**config.mk**
```make
export PLATFORM = sky130hd
export DESIGN_NAME = rx_byte_to_word_pack_flat
export DESIGN_NICKNAME = d
export VERILOG_FILES = /design/src/rtl/rx_byte_to_word_pack_if.sv /design/src/rtl/rx_byte_to_word_pack.sv /design/src/flat_wrapper.sv
export SDC_FILE = /design/constraint.sdc
export NUM_CORES = 1
export LEC_CHECK = 0
export ABC_AREA = 1
export BUFFER_PORTS_ARGS = -buffer_cell sky130_fd_sc_hd__buf_4
export CAP_MARGIN = 10
export CORE_MARGIN = 2
export CORE_UTILIZATION = 60
export CTS_CLUSTER_DIAMETER = 40
export CTS_CLUSTER_SIZE = 30
export DETAILED_ROUTE_END_ITERATION = 7
export PLACE_DENSITY_LB_ADDON = 0.05
export SLEW_MARGIN = 10
export SYNTH_ARGS = -nofsm -noshare
export SYNTH_HDL_FRONTEND = slang
export SYNTH_SLANG_ARGS = --single-unit
export TNS_END_PERCENT = 100
```
**constraint.sdc**
```tcl
create_clock -name clk -period 4.2 [get_ports clk]
set_input_delay 1.26 -clock clk [delete_from_list [all_inputs] [get_ports clk]]
set_output_delay 1.26 -clock clk [all_outputs]
set_load 0.02 [all_outputs]
```
**src/rtl/rx_byte_to_word_pack_if.sv**
```systemverilog
// Byte-stream in / packed-word out bundle between the rx core, the packer and the DMA stage.
// master = rx core / DMA side, slave = the packer.
interface rx_byte_to_word_pack_if #(
  parameter int unsigned DATA_W = 64
);
  localparam int unsigned LEN_W  = 16;
  localparam int unsigned BYTE_W = 8;

  logic              sig_valid;
  logic [LEN_W-1:0]  pkt_len;
  logic [BYTE_W-1:0] byte_in;
  logic              byte_in_strobe;
  logic              fcs_in_strobe;
  logic              fcs_ok;
  logic [DATA_W-1:0] data_to_acc;
  logic              data_ready_to_acc;

  modport master (
    output sig_valid, pkt_len, byte_in, byte_in_strobe, fcs_in_strobe, fcs_ok,
    input  data_to_acc, data_ready_to_acc
  );

  modport slave (
    input  sig_valid, pkt_len, byte_in, byte_in_strobe, fcs_in_strobe, fcs_ok,
    output data_to_acc, data_ready_to_acc
  );
endinterface

```
**src/rtl/rx_byte_to_word_pack.sv**
```systemverilog
// Packs the decoded PSDU byte stream into 64-bit words (ceil(pkt_len/8) per packet) and owns the rx SN.
// `define FCS_SN_INSERT_EN to wait for the FCS result and stamp {fcs_ok, SN} into the last PSDU byte.
module rx_byte_to_word_pack #(
  parameter int unsigned C_M00_AXIS_TDATA_WIDTH = 64,
  parameter int unsigned SN_WIDTH               = 4,
  parameter int unsigned FCS_WAIT_TOP           = 255
) (
  input  logic                  clk,
  input  logic                  rst,
  rx_byte_to_word_pack_if.slave rx_if,
  input  logic                  rx_pkt_sn_plus_one,
  output logic [SN_WIDTH-1:0]   rx_pkt_sn,
  output logic                  fcs_wait_timeout
);
  localparam int unsigned BYTE_W = 8;
  localparam int unsigned DATA_W = C_M00_AXIS_TDATA_WIDTH;
  localparam int unsigned LANES  = DATA_W / BYTE_W;
  localparam int unsigned LANE_W = $clog2(LANES);
  localparam int unsigned LEN_W  = 16;
`ifdef FCS_SN_INSERT_EN
  localparam int unsigned WAIT_W = $clog2(FCS_WAIT_TOP + 1);
`endif

  typedef enum logic [1:0] {
    IDLE  = 2'd0,
    PACK  = 2'd1,
    FINAL = 2'd2
  } state_e;

  state_e              state_q, state_d;
  logic [LEN_W-1:0]    len_q, len_d;
  logic [LEN_W-1:0]    cnt_q, cnt_d;
  logic [DATA_W-1:0]   buf_q, buf_d;
  logic [DATA_W-1:0]   data_q, data_d;
  logic                valid_q, valid_d;
  logic                timeout_q, timeout_d;
  logic [SN_WIDTH-1:0] sn_q, sn_d;

  logic [LANE_W-1:0]   lane_c;
  logic [LEN_W-1:0]    last_idx_c;
  logic                is_last_c;
  logic [DATA_W-1:0]   merged_c;

`ifdef FCS_SN_INSERT_EN
  logic [WAIT_W-1:0]   wait_q, wait_d;
  logic                fcs_seen_q, fcs_seen_d;
  logic                fcs_ok_q, fcs_ok_d;
  logic [LANE_W-1:0]   tag_lane_c;
  logic                fin_ok_c;
  logic [DATA_W-1:0]   stamped_c;
`else
  logic                unused_c;
  assign unused_c = ^{rx_if.fcs_in_strobe, rx_if.fcs_ok, 1'(FCS_WAIT_TOP)};
`endif

  // SN advances regardless of packet state and wraps naturally.
  assign sn_d = sn_q + SN_WIDTH'(rx_pkt_sn_plus_one);

  // Current buffer with the incoming byte dropped into its lane.
  always_comb begin
    lane_c     = cnt_q[LANE_W-1:0];
    last_idx_c = len_q - LEN_W'(1);
    is_last_c  = (cnt_q == last_idx_c);
    merged_c   = buf_q;
    merged_c[BYTE_W*int'(lane_c) +: BYTE_W] = rx_if.byte_in;
  end

`ifdef FCS_SN_INSERT_EN
  // Final word with the last FCS byte replaced by {fcs_ok, SN}; SN is the one visible at emission.
  always_comb begin
    tag_lane_c = last_idx_c[LANE_W-1:0];
    fin_ok_c   = fcs_seen_q ? fcs_ok_q : (rx_if.fcs_in_strobe & rx_if.fcs_ok);
    stamped_c  = buf_q;
    stamped_c[BYTE_W*int'(tag_lane_c) +: BYTE_W] = {fin_ok_c, (BYTE_W-1)'(sn_d)};
  end
`endif

  // Next-state and output logic.
  always_comb begin
    state_d   = state_q;
    len_d     = len_q;
    cnt_d     = cnt_q;
    buf_d     = buf_q;
    data_d    = data_q;
    valid_d   = 1'b0;
    timeout_d = 1'b0;
`ifdef FCS_SN_INSERT_EN
    wait_d     = wait_q;
    fcs_seen_d = fcs_seen_q;
    fcs_ok_d   = fcs_ok_q;
`endif

    if (rx_if.sig_valid) begin
      // A new header always wins: partial and pending final words are dropped silently.
      buf_d = '0;
      cnt_d = '0;
`ifdef FCS_SN_INSERT_EN
      wait_d     = '0;
      fcs_seen_d = 1'b0;
`endif
      if (rx_if.pkt_len != '0) begin
        len_d   = rx_if.pkt_len;
        state_d = PACK;
      end else begin
        state_d = IDLE;
      end
    end else begin
      unique case (state_q)
        IDLE: begin
        end
        PACK: begin
          if (rx_if.byte_in_strobe) begin
            cnt_d = cnt_q + LEN_W'(1);
            if (is_last_c) begin
              state_d = FINAL;
`ifdef FCS_SN_INSERT_EN
              buf_d      = merged_c;
              wait_d     = '0;
              fcs_seen_d = rx_if.fcs_in_strobe;
              fcs_ok_d   = rx_if.fcs_ok;
`else
              buf_d   = '0;
              data_d  = merged_c;
              valid_d = 1'b1;
`endif
            end else if (lane_c == LANE_W'(LANES - 1)) begin
              buf_d   = '0;
              data_d  = merged_c;
              valid_d = 1'b1;
            end else begin
              buf_d = merged_c;
            end
          end
        end
        FINAL: begin
`ifdef FCS_SN_INSERT_EN
          if (fcs_seen_q || rx_if.fcs_in_strobe) begin
            buf_d   = '0;
            data_d  = stamped_c;
            valid_d = 1'b1;
            state_d = IDLE;
          end else if (wait_q == WAIT_W'(FCS_WAIT_TOP - 1)) begin
            // FCS result never came: emit with fcs_ok forced low and flag it.
            buf_d     = '0;
            data_d    = stamped_c;
            valid_d   = 1'b1;
            timeout_d = 1'b1;
            state_d   = IDLE;
          end else begin
            wait_d = wait_q + WAIT_W'(1);
          end
`else
          state_d = IDLE;
`endif
        end
        default: state_d = IDLE;
      endcase
    end
  end

  // State and output registers.
  always_ff @(posedge clk) begin
    if (rst) begin
      state_q   <= IDLE;
      len_q     <= '0;
      cnt_q     <= '0;
      buf_q     <= '0;
      data_q    <= '0;
      valid_q   <= 1'b0;
      timeout_q <= 1'b0;
      sn_q      <= '0;
`ifdef FCS_SN_INSERT_EN
      wait_q     <= '0;
      fcs_seen_q <= 1'b0;
      fcs_ok_q   <= 1'b0;
`endif
    end else begin
      state_q   <= state_d;
      len_q     <= len_d;
      cnt_q     <= cnt_d;
      buf_q     <= buf_d;
      data_q    <= data_d;
      valid_q   <= valid_d;
      timeout_q <= timeout_d;
      sn_q      <= sn_d;
`ifdef FCS_SN_INSERT_EN
      wait_q     <= wait_d;
      fcs_seen_q <= fcs_seen_d;
      fcs_ok_q   <= fcs_ok_d;
`endif
    end
  end

  assign rx_if.data_to_acc       = data_q;
  assign rx_if.data_ready_to_acc = valid_q;
  assign rx_pkt_sn               = sn_q;
  assign fcs_wait_timeout        = timeout_q;

endmodule

```
**src/flat_wrapper.sv**
```systemverilog
// flat-port wrapper written by rule: the top's interface ports become plain ports
module rx_byte_to_word_pack_flat 
#(
  parameter int unsigned C_M00_AXIS_TDATA_WIDTH = 64,
  parameter int unsigned SN_WIDTH               = 4,
  parameter int unsigned FCS_WAIT_TOP           = 255
)
  (clk, rst, rx_pkt_sn_plus_one, rx_pkt_sn, fcs_wait_timeout, rx_if_sig_valid, rx_if_pkt_len, rx_if_byte_in, rx_if_byte_in_strobe, rx_if_fcs_in_strobe, rx_if_fcs_ok, rx_if_data_to_acc, rx_if_data_ready_to_acc);
  rx_byte_to_word_pack_if #(.DATA_W(64)) rx_if_i ();
  input  logic clk;
  input  logic rst;
  input  logic rx_pkt_sn_plus_one;
  output logic [SN_WIDTH-1:0] rx_pkt_sn;
  output logic fcs_wait_timeout;
  input wire logic [$bits(rx_if_i.sig_valid)-1:0] rx_if_sig_valid;
  input wire logic [$bits(rx_if_i.pkt_len)-1:0] rx_if_pkt_len;
  input wire logic [$bits(rx_if_i.byte_in)-1:0] rx_if_byte_in;
  input wire logic [$bits(rx_if_i.byte_in_strobe)-1:0] rx_if_byte_in_strobe;
  input wire logic [$bits(rx_if_i.fcs_in_strobe)-1:0] rx_if_fcs_in_strobe;
  input wire logic [$bits(rx_if_i.fcs_ok)-1:0] rx_if_fcs_ok;
  output wire logic [$bits(rx_if_i.data_to_acc)-1:0] rx_if_data_to_acc;
  output wire logic [$bits(rx_if_i.data_ready_to_acc)-1:0] rx_if_data_ready_to_acc;
  assign rx_if_i.sig_valid = rx_if_sig_valid;
  assign rx_if_i.pkt_len = rx_if_pkt_len;
  assign rx_if_i.byte_in = rx_if_byte_in;
  assign rx_if_i.byte_in_strobe = rx_if_byte_in_strobe;
  assign rx_if_i.fcs_in_strobe = rx_if_fcs_in_strobe;
  assign rx_if_i.fcs_ok = rx_if_fcs_ok;
  assign rx_if_data_to_acc = rx_if_i.data_to_acc;
  assign rx_if_data_ready_to_acc = rx_if_i.data_ready_to_acc;
  rx_byte_to_word_pack #(.C_M00_AXIS_TDATA_WIDTH(C_M00_AXIS_TDATA_WIDTH), .SN_WIDTH(SN_WIDTH), .FCS_WAIT_TOP(FCS_WAIT_TOP)) u_core (.clk(clk), .rst(rst), .rx_if(rx_if_i), .rx_pkt_sn_plus_one(rx_pkt_sn_plus_one), .rx_pkt_sn(rx_pkt_sn), .fcs_wait_timeout(fcs_wait_timeout));
endmodule
```
# ---- Yosys cells after proc, flatten, opt, wreduce, memory -nomap -nowiden
# Index checks and enable logic that the tools add are counted.
# W data, S select, Z words.
dict set report totals {
  elab_cells 43
  register_bits 167
  out_inout_bits 70
  input_bits 31
}
dict set report op_classes {
  n_bitwise 3
  shift 2
  reduce_logical 9
  n_eq_ne 6
  n_addsub 4
  n_mux 12
}
# cell n
set op_table {}
lappend op_table {{$mux W64} 4}
lappend op_table {{$bwmux W64} 1}
lappend op_table {{$shift A8 B34 Y64 const A} 1}
lappend op_table {{$shiftx A8 B34 Y64} 1}
lappend op_table {{$neg A6 Y34} 1}
lappend op_table {{$add A16 B1 Y16 const B} 1}
lappend op_table {{$eq A16 B16 Y1} 1}
lappend op_table {{$reduce_bool A16 Y1} 1}
lappend op_table {{$sub A16 B1 Y16 const B} 1}
lappend op_table {{$mux W2} 3}
lappend op_table {{$add A4 B1 Y4} 1}
lappend op_table {{$pmux W2 S2} 1}
lappend op_table {{$reduce_and A2 Y1} 2}
lappend op_table {{$reduce_and A4 Y1} 1}
lappend op_table {{$reduce_or A4 Y1} 1}
lappend op_table {{$eq A3 B3 Y1 const B} 1}
lappend op_table {{$mux W1} 3}
lappend op_table {{$ne A3 B2 Y1 const B} 1}
lappend op_table {{$ne A3 B3 Y1 const B} 1}
lappend op_table {{$not A1 Y1} 3}
lappend op_table {{$reduce_and A3 Y1} 1}
lappend op_table {{$eq A2 B1 Y1 const B} 1}
lappend op_table {{$logic_not A2 Y1} 1}
lappend op_table {{$ne A2 B2 Y1 const B} 1}
lappend op_table {{2 further kinds} 2}

# ---- Logic depth before layout (Yosys ltp)
# Gate-level depths: netlist (run 1).
dict set report depth {
  word_depth 6
  mapped_depth 19
  depth_no_buf 18
}

# ---- Least setup slack after synthesis (run 1)
# No wires, ideal clock.
dict set report synth_path {
  path_type {input to register}
  from {input rx_if_byte_in_strobe}
  to {register u_core.data_q[30], in the netlist u_core.rx_if.data_to_acc[30]}
  t_required_ns 4.136
  setup_ns 0.064
  path_buffers 2
  path_slack_ns 1.488
  t_arrival_ns 2.648
  path_stages 8
  cell_sequence {nand2_1 > nor2_2 > inv_2 > nor2_1 > clkbuf_1 > buf_2 > a21oi_1 > nor2_1}
}
dict set report synth_via {
  elab_chain_len 1
}
# element line
set synth_lines {}
lappend synth_lines {{start: declaration} flat_wrapper.sv:18} ;# input wire logic [$bits(rx_if_i.byte_in_strobe)-1:0] rx_if_byte_in_strobe;
lappend synth_lines {{$reduce_and A4 Y1 (no line)} --}
lappend synth_lines {{end signal: assignment} rx_byte_to_word_pack.sv:182} ;# data_q <= data_d;
lappend synth_lines {{end: declaration} rx_byte_to_word_pack.sv:34} ;# logic [DATA_W-1:0] data_q, data_d;
# Every way passes these cells.
# A chain may end at the register's enable or synchronous reset.

# ---- Worst setup path in the final report (run 1)
dict set report layout_path {
  from {register u_core.len_q[1]}
  to {register u_core.data_q[40], in the netlist u_core.rx_if.data_to_acc[40]}
}
dict set report layout_via {
  elab_chain_len 4
  word_cells_on_any_way 5
  cone_classes {add/sub: 1; eq/ne: 1; mux: 1; reduce/logical: 2}
}
# element line
set layout_lines {}
lappend layout_lines {{start: declaration} rx_byte_to_word_pack.sv:31} ;# logic [LEN_W-1:0] len_q, len_d;
lappend layout_lines {{start signal: assignment} rx_byte_to_word_pack.sv:179} ;# len_q <= len_d;
lappend layout_lines {{$sub A16 B1 Y16 *} rx_byte_to_word_pack.sv:62} ;# last_idx_c = len_q - LEN_W'(1);
lappend layout_lines {{$eq A16 B16 Y1 *} rx_byte_to_word_pack.sv:63} ;# is_last_c = (cnt_q == last_idx_c);
lappend layout_lines {{$reduce_bool A2 Y1 (no line)} --}
lappend layout_lines {{$reduce_and A4 Y1 (no line)} --}
# Mark *: on every way between the ends. The rest lies on a longest branch, timed or not.

==> run_results.csv, run 1 <==
group,metric,value,unit
routing,detail_route.first_pass.iterations,5,
clocking,post-cts-setup-buffers,0,
logic_synthesis,synthesis.yosys.warnings,0,
sta,timing.slew.headroom,0.270,
setup_path,critPathLaunchType,"register",
setup_path,cp_slowest_cell,"sky130_fd_sc_hd__buf_4",
routing,detailroute.via_count,7959,
routing,postRouteAntennaNets,0,
sta,skew,0.00580,ns
min_path,hold_path_class,"register to register",
placement,gp_congestion,0.885,
setup_path,critical_path_fanout_max,65,
clocking,cts.clk_slew.worst_paths,0.06,ns
job,drv_cap,0,
global_route,globalRouteOverflowTotal,0,
setup_path,critPathArrivalTime,3.59,ns
setup_path,worst_r2r_path_depth,14,
placement,numPlacedInstances,1417,
placement,dp.final_hpwl,13600,um
sta,final-hold-violation-count,0,
logic_synthesis,number_of_standard_cells_after_synthesis,1206,
logic_synthesis,syn_area_per_cell,6.72,um2
placement,dpl_cell_area,8830,um2
sta,slew_violations,0,
pwr,share_comb_of_total_power,0.083,
setup_path,critical-path-top-cell-by-count,"sky130_fd_sc_hd__nand2_1",
routing,route.detailed.vias_per_inst,5.50,
clocking,clk_path_buf_depth,2,
sta,setup_total_negative_slack,0,ns
pwr,sequentialPowerShare,0.479,
logic_synthesis,synth_seq_area_share,0.412,
finish,nets,1298,
clocking,h-tree-depth,4,
setup_path,crit-reg2reg-capture,"u_core.rx_if.data_to_acc[40]",
die,starting_density_of_the_core,0.612,
setup_path,worst_setup_path_startpoint,"u_core.len_q[1]",
setup_path,path_depth,14,
sta,timing_worst_slew_pin_value,1.09,ns
clocking,cts_root_buf,"sky130_fd_sc_hd__clkbuf_16",
global_route,grt_start_max_net_pins,80,
placement,buffer_ports.inserted,97,
sta,hold_slack,0.467,ns
global_route,wire_length_of_the_first_global_routing_pass,34300,um
pwr,p_per_area,359,nW/um2
setup_path,path_class,"register to register",
logic_synthesis,synthesis.nets,1244,
routing,wl_per_cell,14.1,um
sta,finalCritPeriodShare,0.778,
finish,fill_cells,1174,
setup_path,endpoint,"u_core.rx_if.data_to_acc[40]",
finish,drive_gt1_frac,0.137,
pwr,p_sw,0.825,mW
setup_path,worst-path-buf-inv,2,
clocking,post_cts_resize_count,0,
sta,post-route-worst-setup-slack,0.933,ns
setup_path,path_cells,"inv_1 > ha_1 > nand2_1 > nor2_4 > nand2_1 > xor2_1 > nand3_1 > nor2_1 > nand2_2 > nand2_4 > buf_4 > nand3_1 > nand2_1 > nor2_1",
setup_path,critPathRequiredTime,4.52,ns
sta,grt_setup_unrepaired,"no",
setup_path,critical_path.reg2reg.startpoint,"u_core.len_q[1]",
logic_synthesis,syn_area,8110,um2
finish,flow.area_growth_from_synthesis,15.6,%
routing,drt_first_iter_violations,753,
pwr,vdd.ir_drop.worst,0.307,mV
die,die_outline_height,120,um
sta,finalWorstPathRequiredPeriod,3.27,ns
routing,routed_wirelength,20400,um
placement,post-place-ws,0.982,ns
clocking,clock_sink_count,167,
setup_path,cp-end-kind,"register",
pwr,cell_internal_pwr,2.54,mW
setup_path,cp_slowest_stage_delay,0.71,ns
die,floorplan.rows,42,
status,status,"complete, no violations",
global_route,first_global_vias,7217,
finish,utilization,0.708,
pwr,netSwitchingFraction,0.245,
pwr,p_clk_frac,0.438,
pwr,leakagePower,3.66,nW
die,die_width,120,um
clocking,clock_latency,0.43,ns
pwr,total_power,3.37,mW
die,design.die.area,14500,um2
die,placeableCoreArea,13200,um2
sta,setup_violations,0,
die,pin_count,101,
logic_synthesis,synth.distinct_cells,36,
global_route,grt_antenna_before_repair,0,
clocking,holdBufCountCts,0,
clocking,cts_tree,"done",
global_route,grtUsageTotal,0.291,
finish,insertedDiodeCount,0,
sta,maxClockFrequency,0.306,GHz
finish,cell_area_after_layout,9380,um2
clocking,cts_buffers,17,
setup_path,regToRegSetupSlack,0.93,ns
finish,final_cell_count_no_fill,1448,
logic_synthesis,synth.ff_latch_count,167,
routing,drt_drc_violations_left,0,
setup_path,critical_path.top_delay_family,"simple AND/OR/NAND/NOR gates",
-- metal layers --
metal  track usage  up-vias  share of wire
met5             0        -              0
met2         0.481      216           0.48
met3        0.0604       27          0.055
li1              -     4034              -
met1         0.390     3682           0.46
met4        0.0734        0          0.014
-- cells in the final DEF (no fill, tap or decap), drive strengths merged, types with 5 or more instances in the layout --
cell,count
a21oi,208
buf,112
mux2i,8
dfxtp,167
nand2,280
nand3,86
xor2,6
ha,7
o21ai,29
nand4,8
clkinv,9
xnor2,7
nor3,24
nor2,224
clkbuf,23
inv,57
nor4,5
-- cells by family after synthesis --
group | Yosys count | synth area share
buffers and inverters | 136 | 0.0737
muxes | 8 | 0.00987
adders and majority gates | 7 | 0.0108
and+or+nand+nor | 629 | 0.317
AOI/OAI and AO/OA | 245 | 0.162
xor gates and xnor gates | 13 | 0.0140
DFF | 167 | 0.412
other | 1 | 0.000462
-- worst min path at each step --
stage,cells past startpoint,to,startpoint
6_report,2,u_core.buf_q[48],u_core.buf_q[48]
2_1_floorplan,2,u_core.buf_q[28],u_core.buf_q[28]
4_1_cts,2,u_core.buf_q[4],u_core.buf_q[4]
5_1_grt,2,u_core.buf_q[6],u_core.buf_q[6]
3_3_place_gp,2,u_core.buf_q[29],u_core.buf_q[29]
3_5_place_dp,2,u_core.buf_q[4],u_core.buf_q[4]
-- cell usage after synthesis (all sizes together) --
cell | number | area share
ha | 7 | 0.011
inv | 57 | 0.026
clkinv | 2 | 0.00093
o21bai | 2 | 0.0019
nor3 | 24 | 0.015
dfxtp | 167 | 0.41
nand3 | 86 | 0.053
o21ai | 29 | 0.018
xnor2 | 7 | 0.0076
a211oi | 1 | 0.00093
conb | 1 | 0.00046
nor4 | 5 | 0.0039
clkbuf | 47 | 0.022
a21oi | 208 | 0.14
nand3b | 2 | 0.0019
mux2i | 8 | 0.0099
buf | 30 | 0.025
nand4 | 8 | 0.0062
xor2 | 6 | 0.0065
o31ai | 1 | 0.00093
a31oi | 2 | 0.0015
nor2 | 224 | 0.11
nand2 | 280 | 0.13
o21a | 2 | 0.0019
-- power groups by stage --
| stage | Clock, mW | Combinational (mW) | Sequential [mW] |
|---|---|---|---|
| 4_1_cts | 1.49 | 0.276 | 1.61 |
| 6_report | 1.48 | 0.278 | 1.61 |
| 3_5_place_dp | 0 | 0.273 | 1.65 |
| 2_1_floorplan | 0 | 0.188 | 1.65 |
| 3_3_place_gp | 0 | 0.269 | 1.65 |
| 5_1_grt | 1.55 | 0.312 | 1.62 |
-- sequential cells by signal, indices dropped and copies added (netlist names) --
name	flops
u_core.cnt_q	16
u_core.rx_if.data_to_acc	64
u_core.buf_q	64
u_core.rx_pkt_sn	4
u_core.state_q	2
u_core.rx_if.data_ready_to_acc	1
u_core.len_q	16
-- layout make-up --
class                           count  area [um2]  area share
Clock inverter                      8        72.6     0.00774
Timing Repair Buffer              112         866      0.0923
Clock buffer                       23         478      0.0510
Tap cell                          176         220      0.0235
Inverter                           59         223      0.0237
Sequential cell                   167        3340       0.356
Multi-Input combinational cell    903        4180       0.445
-- worst min-delay path, cell delays in order (launching register included) --
cell and delay (ns):
sky130_fd_sc_hd__dfxtp_1 0.31, sky130_fd_sc_hd__nand2_1 0.06, sky130_fd_sc_hd__a21oi_1 0.06
Note: power is estimated with default switching activity, not from simulation.
==> run 2, diff against run 1 <==
--- a/config.mk
+++ b/config.mk
@@ -9,7 +9,7 @@
 export BUFFER_PORTS_ARGS = -buffer_cell sky130_fd_sc_hd__buf_4
 export CAP_MARGIN = 10
 export CORE_MARGIN = 2
-export CORE_UTILIZATION = 60
+export CORE_UTILIZATION = 53
 export CTS_CLUSTER_DIAMETER = 40
 export CTS_CLUSTER_SIZE = 30
 export DETAILED_ROUTE_END_ITERATION = 7
==> constraint.sdc (replaced) <==
create_clock -name clk -period 3 [get_ports clk]
set_input_delay 0.9 -clock clk [delete_from_list [all_inputs] [get_ports clk]]
set_output_delay 0.9 -clock clk [all_outputs]
set_load 0.02 [all_outputs]
==> run_results.csv, run 2 (synthesis gave the netlist of run 1 again) <==
group,metric,value,unit
min_path,hold_path_class,"register to register",
setup_path,regToRegSetupSlack,0.32,ns
routing,drt_first_iter_violations,699,
sta,maxClockFrequency,0.373,GHz
setup_path,cp-end-kind,"register",
finish,drive_gt1_frac,0.141,
sta,final-hold-violation-count,0,
setup_path,critical_path.reg2reg.startpoint,"u_core.cnt_q[1]",
clocking,post-cts-setup-buffers,0,
sta,slew_violations,0,
clocking,h-tree-depth,4,
sta,setup_total_negative_slack,0,ns
setup_path,critPathLaunchType,"register",
finish,insertedDiodeCount,0,
sta,timing.slew.headroom,0.415,
routing,routed_wirelength,20800,um
placement,dp.final_hpwl,13700,um
global_route,grt_antenna_before_repair,0,
setup_path,critPathArrivalTime,2.99,ns
sta,grt_setup_unrepaired,"no",
sta,finalWorstPathRequiredPeriod,2.68,ns
global_route,globalRouteOverflowTotal,0,
routing,postRouteAntennaNets,0,
placement,buffer_ports.inserted,97,
sta,post-route-worst-setup-slack,0.319,ns
clocking,cts_tree,"done",
sta,finalCritPeriodShare,0.894,
pwr,p_per_area,515,nW/um2
die,starting_density_of_the_core,0.537,
finish,final_cell_count_no_fill,1463,
global_route,wire_length_of_the_first_global_routing_pass,33700,um
setup_path,endpoint,"u_core.buf_q[5]",
die,design.die.area,16300,um2
clocking,clock_latency,0.43,ns
sta,setup_violations,0,
routing,drt_drc_violations_left,0,
die,die_outline_height,128,um
global_route,grtUsageTotal,0.256,
setup_path,worst_setup_path_startpoint,"u_core.cnt_q[1]",
routing,wl_per_cell,14.2,um
setup_path,worst_r2r_path_depth,9,
finish,fill_cells,1409,
finish,final_cell_mix,"sky130_fd_sc_hd__nand2_1 (277), sky130_fd_sc_hd__nor2_1 (218), sky130_fd_sc_hd__a21oi_1 (189)",
setup_path,crit-reg2reg-capture,"u_core.buf_q[5]",
clocking,holdBufCountCts,0,
sta,skew,0.0112,ns
die,floorplan.rows,45,
sta,hold_slack,0.465,ns
job,drv_cap,0,
sta,timing_worst_slew_pin_value,0.878,ns
routing,route.detailed.vias_per_inst,5.33,
clocking,clk_path_buf_depth,2,
clocking,post_cts_resize_count,0,
status,status,"complete, no violations",
clocking,cts_root_buf,"sky130_fd_sc_hd__clkbuf_16",
pwr,vdd.ir_drop.worst,0.422,mV
finish,flow.area_growth_from_synthesis,17.3,%
pwr,leakagePower,3.70,nW
global_route,grt_start_max_net_pins,126,
routing,detailroute.via_count,7795,
setup_path,critical_path_fanout_max,14,
finish,nets,1300,
die,die_width,128,um
clocking,clock_sink_count,167,
finish,mostFrequentLayoutCell,"sky130_fd_sc_hd__nand2_1",
setup_path,path_class,"register to register",
placement,gp_congestion,0.848,
placement,post-place-ws,0.352,ns
routing,detail_route.first_pass.iterations,5,
global_route,first_global_vias,6858,
setup_path,critPathRequiredTime,3.31,ns
die,pin_count,101,
placement,numPlacedInstances,1431,
clocking,cts_buffers,17,
clocking,cts.clk_slew.worst_paths,0.07,ns
die,placeableCoreArea,15100,um2
[run 2: changes by cell type in the layout (fill, tap and decap cells not counted)]
cell                         change
sky130_fd_sc_hd__clkinvlp_4      +3
sky130_fd_sc_hd__buf_12          +4
sky130_fd_sc_hd__clkbuf_1        -3
sky130_fd_sc_hd__bufinv_16       +1
sky130_fd_sc_hd__clkinv_2        -4
sky130_fd_sc_hd__inv_6           +3
sky130_fd_sc_hd__buf_4           -2
sky130_fd_sc_hd__clkinv_4        +1
[run 2: metrics by stage]
step                instance area [um2]   util  total power, mW
finish                             9520  0.631             4.90
global route                       9520  0.631             5.07
CTS                                9520  0.631             4.92
detailed placement                 8910  0.590             2.70
global placement                   8910  0.590             2.69
floorplan                          8110      -             2.57
[run 2: worst min-delay path by stage]
| stage | startpoint | cells past startpoint | slack [ns] | endpoint |
|---|---|---|---|---|
| after floorplan | u_core.buf_q[28] | 2 | 0.45 | u_core.buf_q[28] |
| after global placement | u_core.buf_q[61] | 2 | 0.45 | u_core.buf_q[61] |
| after detailed placement | u_core.buf_q[6] | 2 | 0.46 | u_core.buf_q[6] |
| after CTS | u_core.buf_q[6] | 2 | 0.47 | u_core.buf_q[6] |
| after global routing | u_core.buf_q[37] | 2 | 0.48 | u_core.buf_q[37] |
| final | u_core.buf_q[52] | 2 | 0.47 | u_core.buf_q[52] |
[run 2: critical path, cell delays in order (launching register included)]
cell	delay [ns]
sky130_fd_sc_hd__dfxtp_1	0.47
sky130_fd_sc_hd__inv_1	0.08
sky130_fd_sc_hd__ha_1	0.18
sky130_fd_sc_hd__ha_1	0.33
sky130_fd_sc_hd__nor2_1	0.33
sky130_fd_sc_hd__nand3_1	0.52
sky130_fd_sc_hd__mux2i_1	0.41
sky130_fd_sc_hd__nor2_1	0.07
sky130_fd_sc_hd__nand2_1	0.11
sky130_fd_sc_hd__a21oi_1	0.06
[run 2: power by group]
part	internal (mW)	leakage, nW	total [mW]	switching [mW]
clock	1.30	0.290	2.24	0.940
combinational	0.126	2.06	0.391	0.265
sequential	2.24	1.35	2.26	0.0222
total	3.67	3.69	4.90	1.23
[run 2: cell type report]
type / count / area, um2 / share of cell area
sequential: 167 / 3340 / 0.351
clock buffer: 20 / 467 / 0.0490
clock inverter: 12 / 140 / 0.0147
multi-input combinational: 903 / 4180 / 0.439
timing repair buffer: 114 / 931 / 0.0978
inverter: 59 / 223 / 0.0234
tap: 188 / 235 / 0.0247
[run 2: layer usage]
metal,vias up,share of wire,global-route usage
met5,-,0,0
met4,0,0.013,0.0659
met3,24,0.050,0.0509
met2,201,0.46,0.407
met1,3535,0.48,0.357
li1,4035,-,-
